### src/rtl/vjtag_cmd_sequencer.sv
// Turns a byte stream from a virtual-JTAG update register into 16-bit register writes.
// Optional macro VJTAG_SEQ_TIMEOUT_EN adds an idle timeout while waiting for data bytes.
module vjtag_cmd_sequencer (
  input  logic        clk,
  input  logic        aclr,
  input  logic [7:0]  byte_in,
  input  logic        byte_tgl,
  input  logic        wr_ready,
  output logic        wr_valid,
  output logic [3:0]  wr_addr,
  output logic [15:0] wr_data,
  output logic        busy,
  output logic [7:0]  err_cnt
);

  localparam int unsigned ERR_W = 8;

  typedef enum logic [1:0] {ST_IDLE, ST_DLO, ST_DHI, ST_WR} state_t;

  state_t     state, next_state;
  logic       tgl_s1, tgl_s2, tgl_edge;
  logic [1:0] arm_cnt;
  logic       byte_evt_c;
  logic       tmo_c;
  logic [1:0] rem;
  logic       op_inc;
  logic       hdr_ld, lo_ld, hi_ld, acc, err_inc, err_clr;

  // Toggle synchronizer; events stay masked for 3 clk after reset release
  always_ff @(posedge clk or posedge aclr) begin
    if (aclr) begin
      tgl_s1   <= 1'b0;
      tgl_s2   <= 1'b0;
      tgl_edge <= 1'b0;
      arm_cnt  <= 2'd0;
    end else begin
      tgl_s1   <= byte_tgl;
      tgl_s2   <= tgl_s1;
      tgl_edge <= tgl_s2;
      if (arm_cnt != 2'd3) arm_cnt <= arm_cnt + 2'd1;
    end
  end

  assign byte_evt_c = (tgl_s2 ^ tgl_edge) && (arm_cnt == 2'd3);

`ifdef VJTAG_SEQ_TIMEOUT_EN
  localparam int unsigned TMO_W = 16;
  logic [TMO_W-1:0] idle_cnt;

  always_ff @(posedge clk or posedge aclr) begin
    if (aclr)
      idle_cnt <= '0;
    else if ((state == ST_DLO || state == ST_DHI) && !byte_evt_c && !tmo_c)
      idle_cnt <= idle_cnt + TMO_W'(1);
    else
      idle_cnt <= '0;
  end

  assign tmo_c = (state == ST_DLO || state == ST_DHI) && !byte_evt_c &&
                 (idle_cnt == {TMO_W{1'b1}});
`else
  assign tmo_c = 1'b0;
`endif

  always_ff @(posedge clk or posedge aclr) begin
    if (aclr) state <= ST_IDLE;
    else      state <= next_state;
  end

  always_comb begin
    next_state = state;
    case (state)
      ST_IDLE: if (byte_evt_c && (byte_in[7:6] == 2'b01 || byte_in[7:6] == 2'b10))
                 next_state = ST_DLO;
      ST_DLO:  if (byte_evt_c) next_state = ST_DHI;
               else if (tmo_c) next_state = ST_IDLE;
      ST_DHI:  if (byte_evt_c) next_state = ST_WR;
               else if (tmo_c) next_state = ST_IDLE;
      ST_WR:   if (wr_ready) next_state = (rem != 2'd0) ? ST_DLO : ST_IDLE;
      default: next_state = ST_IDLE;
    endcase
  end

  always_comb begin
    hdr_ld  = 1'b0;
    lo_ld   = 1'b0;
    hi_ld   = 1'b0;
    acc     = 1'b0;
    err_inc = 1'b0;
    err_clr = 1'b0;
    case (state)
      ST_IDLE: if (byte_evt_c) begin
                 err_clr = (byte_in[7:6] == 2'b11);
                 hdr_ld  = (byte_in[7:6] == 2'b01 || byte_in[7:6] == 2'b10);
               end
      ST_DLO:  begin lo_ld = byte_evt_c; err_inc = tmo_c; end
      ST_DHI:  begin hi_ld = byte_evt_c; err_inc = tmo_c; end
      ST_WR:   begin err_inc = byte_evt_c; acc = wr_ready; end
      default: ;
    endcase
  end

  // Datapath and registered outputs
  always_ff @(posedge clk or posedge aclr) begin
    if (aclr) begin
      wr_valid <= 1'b0;
      busy     <= 1'b0;
      wr_addr  <= 4'd0;
      wr_data  <= 16'd0;
      err_cnt  <= '0;
      rem      <= 2'd0;
      op_inc   <= 1'b0;
    end else begin
      wr_valid <= (next_state == ST_WR);
      busy     <= (next_state != ST_IDLE);
      if (hdr_ld) begin
        wr_addr <= byte_in[3:0];
        rem     <= byte_in[5:4];
        op_inc  <= byte_in[7];
      end
      if (lo_ld) wr_data[7:0]  <= byte_in;
      if (hi_ld) wr_data[15:8] <= byte_in;
      if (acc && rem != 2'd0) begin
        rem <= rem - 2'd1;
        if (op_inc) wr_addr <= wr_addr + 4'd1;
      end
      if (err_clr)
        err_cnt <= '0;
      else if (err_inc && err_cnt != {ERR_W{1'b1}})
        err_cnt <= err_cnt + ERR_W'(1);
    end
  end

endmodule

### config.mk
export PLATFORM = sky130hd
export DESIGN_NAME = vjtag_cmd_sequencer
export DESIGN_NICKNAME = d
export VERILOG_FILES = /design/src/rtl/vjtag_cmd_sequencer.sv
export SDC_FILE = /design/constraint.sdc
export NUM_CORES = 1
export LEC_CHECK = 0
export ABC_AREA = 1
export CORE_MARGIN = 8
export CORE_UTILIZATION = 45
export CTS_BUF_LIST = sky130_fd_sc_hd__clkbuf_16
export DETAILED_ROUTE_END_ITERATION = 10
export GPL_ROUTABILITY_DRIVEN = 0
export GPL_TIMING_DRIVEN = 0
export PLACE_DENSITY_LB_ADDON = 0.2
export SYNTH_ARGS = -nofsm -noshare
export SYNTH_HDL_FRONTEND = slang
export SYNTH_SLANG_ARGS = --single-unit
### constraint.sdc
create_clock -name clk -period 1.45 [get_ports clk]
set_clock_uncertainty 0.2 [all_clocks]
set_input_delay 0.2175 -clock clk [delete_from_list [all_inputs] [get_ports clk]]
set_output_delay 0.2175 -clock clk [all_outputs]
set_load 0.005 [all_outputs]
==> impl_table.tex, run 1 <==
\begin{tabular}{lr}
\hline
Metric & Value \\
\hline
\multicolumn{2}{l}{\textbf{Routing}} \\
\quad Wire length per cell & $\sim$15 µm \\
\quad Via count of the routed design & between 1,500 and 2,000 \\
\quad Remaining design rule violation count & 0 \\
\quad Vias per cell & $\sim$5.1 \\
\quad Post-detailed-routing wire length & between 5 and 6 mm \\
\quad Number of routed nets with antenna violations & 0 \\
\quad Iteration-0 DRC Markers & between 100 and 150 \\
\quad Length of the first detailed-routing pass in iterations & 5 \\
\multicolumn{2}{l}{\textbf{Finish}} \\
\quad Antenna Cells & 0 \\
\quad Fraction of final layout cells sized beyond drive strength 1 & about 40\% \\
\quad Final standard cell area without fillers & 3250 µm² \\
\quad Nets@finish & between 300 and 400 \\
\quad Synth-to-layout area growth & 56.3\% \\
\quad Finished Layout Cells & roughly 370 \\
\multicolumn{2}{l}{\textbf{Clock tree}} \\
\quad Maximum buffer depth of the clock tree & 2 \\
\quad Clock Pin Slew Worst Setup and Hold Paths & 60 ps \\
\quad CTS H-tree lvls & 2 \\
\quad TritonCTS clock tree & done \\
\quad Number of hold buffers added after cts & 0 \\
\quad Library cell used as clock root buffer & clkbuf\_16 \\
\quad Total clock sinks & 40 \\
\quad Worst-skew pair later-pin latency & about 280 ps \\
\quad Number of CTS-inserted buffers & 5 \\
\multicolumn{2}{l}{\textbf{Pwr}} \\
\quad Overall power consumption & roughly 0.006 W \\
\quad Static Leakage & 1.63 nW \\
\quad Largest vdd supply drop & roughly 1.0 mV \\
\quad Power density over the cells & 1890 nW/µm² \\
\multicolumn{2}{l}{\textbf{Synthesis}} \\
\quad Flops \& latches, synth & 40 \\
\quad Commonest cells in the synthesized netlist & nand2\_1 (59), dfrtp\_1 (40), inv\_1 (28) \\
\quad Leading cell type by number of instances after synthesis & nand2\_1 \\
\quad Mean cell area of the mapped netlist & just under 9 µm² \\
\quad Number of synthesis warnings & 0 \\
\quad Cell variety after synth & 27 \\
\quad Sequential-to-total area share from yosys stat & between 40 and 50\% \\
\quad Count of flip-flops with a built-in enable after synthesis & 0 \\
\quad Leading area contributor after synthesis & dfrtp\_1 \\
\quad Top cells by area in the synthesized netlist & dfrtp\_1 (48\%), nand2\_1 (11\%), nand3\_1 (5.8\%) \\
\quad Share of the synthesized area in the top cell type & 48.1\% \\
\quad Top flip-flop cell by instance count after synthesis & dfrtp\_1 \\
\quad Ys async rst share & between 90\% and 100\% \\
\quad Post-synthesis cell count & about 240 \\
\quad Synth Cell Area & between 2000 and 2500 µm² \\
\quad Nets in the synthesized netlist & roughly 250 \\
\multicolumn{2}{l}{\textbf{Place}} \\
\quad Detail Placement HPWL & 3.21 mm \\
\quad Placement Cell Area & 2600 µm² \\
\quad Input/output buffers & 41 \\
\quad Placed insts & 330 \\
\multicolumn{2}{l}{\textbf{Min path}} \\
\quad Type of the tightest min-delay check & reg2reg \\
\multicolumn{2}{l}{\textbf{Critical path}} \\
\quad Crit Path Max Fanout & 4 \\
\quad Data required, critical path & about 1400 ps \\
\quad CP Data Arrival Time & $\sim$1600 ps \\
\quad Category of the critical setup timing path & reg2reg \\
\quad Critical path launch point type & flop \\
\quad Capturing element type of the critical path & flop \\
\quad Internal reg-to-reg setup slack & -180 ps \\
\multicolumn{2}{l}{\textbf{Global route}} \\
\quad Global-route wire length before repair & 9.30 mm \\
\quad Global-route met3 utilization & under 10\% \\
\quad Antenna violations before repair & 0 \\
\quad Global-route usage over all layers & $\sim$16\% \\
\quad Largest net degree at the start of global routing & just over 40 \\
\quad Congestion Overflow GR & 0 \\
\quad GR Util met2 & 26.4\% \\
\quad Number of global-route vias before repair & a little under 2,000 \\
\quad Most Used Layer, Global Route & met2 \\
\quad GR Layer Usage met1 & a little under a fifth \\
\multicolumn{2}{l}{\textbf{Timing}} \\
\quad Max-slew headroom & between 40\% and 50\% \\
\quad Shortest period the worst path allows & roughly 1600 ps \\
\quad RSZ-0062 raised after global routing & true \\
\quad Number of hold violations in the final report & 0 \\
\quad Final setup violation count & 34 \\
\quad Max-slew violation count & 0 \\
\quad TNS Setup & -4360 ps \\
\quad Ratio of final minimum period to clock period & 113\% \\
\quad Final hold slack & $\sim$150 ps \\
\quad Highest Clock Rate & just over 600 MHz \\
\quad Final worst-path setup slack & -185 ps \\
\quad Worst-margin pin slew & 836 ps \\
\multicolumn{2}{l}{\textbf{Floorplan}} \\
\quad Top Ports & 42 \\
\quad Row count & 24 \\
\quad Starting density of the core & between 40\% and 50\% \\
\quad Total core area & roughly 4400 µm² \\
\quad Chip Width & around 84 µm \\
\quad Die Span Y & between 80 and 90 µm \\
\quad Die footprint & 7050 µm² \\
\multicolumn{2}{l}{\textbf{Job}} \\
\quad Max Cap Viol & 0 \\
\multicolumn{2}{l}{\textbf{Status}} \\
\quad Run status & complete, but fails checks \\
\quad Failing checks & setup timing \\
\hline
\end{tabular}
[sequential cells by signal (all words and copies together), names as in the netlist, 2 cells and up]
signal and count:
state 2, arm_cnt 2, err_cnt 8, wr_addr 4
wr_data 16, rem 2
[path summary, 6_finish.rpt]
| check | end | depth (start not counted) | from |
|---|---|---|---|
| worst max-delay path | wr_data[15] | 8 | arm_cnt[0] |
| worst min register to register | tgl_s2 | 0 | tgl_s1 |
| worst min-delay path | tgl_s2 | 0 | tgl_s1 |
| min in group asynchronous | wr_data[3] | 2 | aclr |
| max in group asynchronous | state[0] | 2 | aclr |
| worst max register to register | wr_data[15] | 8 | arm_cnt[0] |
[final cells by class]
| cell class | instances | area, µm² |
|---|---|---|
| tap | 52 | 65.1 |
| clock inverter | 3 | 46.3 |
| multi-input combinational | 161 | 1130 |
| buffer | 4 | 57.6 |
| clock buffer | 5 | 125 |
| fill | 324 | 1160 |
| inverter | 33 | 130 |
| timing repair buffer | 75 | 693 |
| sequential | 40 | 1010 |
[critical path, stage by stage (launching register included)]
cell and delay (ps):
dfrtp_1 400, ha_4 170, nand2_4 50, nor2_4 160, buf_4 150, nand3_4 120, buf_6 160, nand2_2 60
o21ai_2 50
[power by group]
part	switching (W)	leakage [nW]	internal [W]	total [W]
logic	0.00151	1.07	0.00149	0.00299
clock network	0.000465	0.0804	0.000818	0.00128
registers	0.000303	0.480	0.00157	0.00187
[through the flow]
| stage | worst slack [ps] | util, % |
|---|---|---|
| after detailed placement | -538 | 58.8 |
| after global routing | -251 | 73.6 |
| final | -185 | 73.6 |
| after global placement | -754 | 58.8 |
| after CTS | -154 | 70.6 |
| after floorplan | -36.6 | - |
[layer usage]
layer / routed length [µm] / up-vias
met5: 0 / -
met4: 127 / 0
met3: 330 / 12
met2: 2690 / 63
met1: 2340 / 900
li1: - / 919
[cell families after synthesis]
| family | count (synthesis) | share of synthesized area (%) |
|---|---|---|
| adders and majority gates | 5 | 3.01 |
| xor gates and xnor gates | 4 | 1.69 |
| and+or+nand+nor | 124 | 29.9 |
| DFF | 40 | 48.1 |
| muxes | 1 | 0.541 |
| buffers and inverters | 37 | 8.84 |
| AOI/OAI and AO/OA | 26 | 7.88 |
[repair_timing]
action | 4_1_cts | 5_1_grt
gates cloned | 4 | 0
pin swaps | 6 | 12
resized for setup | 74 | 28
endpoints found under the setup margin | 64 | 34
setup buffers | 26 | 6
[layout by cell type (no fill, tap or decap), types with 2 or more instances in the layout]
cell | Yosys | routed
nand2_1 | 59 | 38
nand2_2 | 7 | 19
buf_6 | 3 | 8
nor2_1 | 17 | 17
xor2_1 | 2 | 2
nand3_2 | 4 | 16
o21ai_2 | 9 | 9
a21oi_1 | 2 | 2
ha_1 | 5 | 3
buf_12 | 1 | 3
inv_2 | 2 | 5
nor2_2 | 3 | 3
clkbuf_16 | 0 | 5
nand2_8 | 0 | 2
buf_4 | 0 | 25
nand3_4 | 1 | 3
xnor2_1 | 2 | 2
inv_4 | 2 | 2
o21ai_1 | 3 | 13
nand2_4 | 2 | 9
nand3_1 | 24 | 11
dfrtp_2 | 0 | 4
inv_1 | 28 | 25
dfrtp_1 | 40 | 36
nor2_4 | 4 | 4
dlygate4sd2_1 | 0 | 32
clkdlybuf4s50_1 | 0 | 9
No activity file was read; power rests on OpenSTA's default activity.
==> run 2: changes to the inputs <==
Settings changed: CAP_MARGIN set to 5, CTS_CLUSTER_SIZE set to 14.
==> results of run 2 <==
The final DEF is identical to that of run 1; final timing and power are the same.
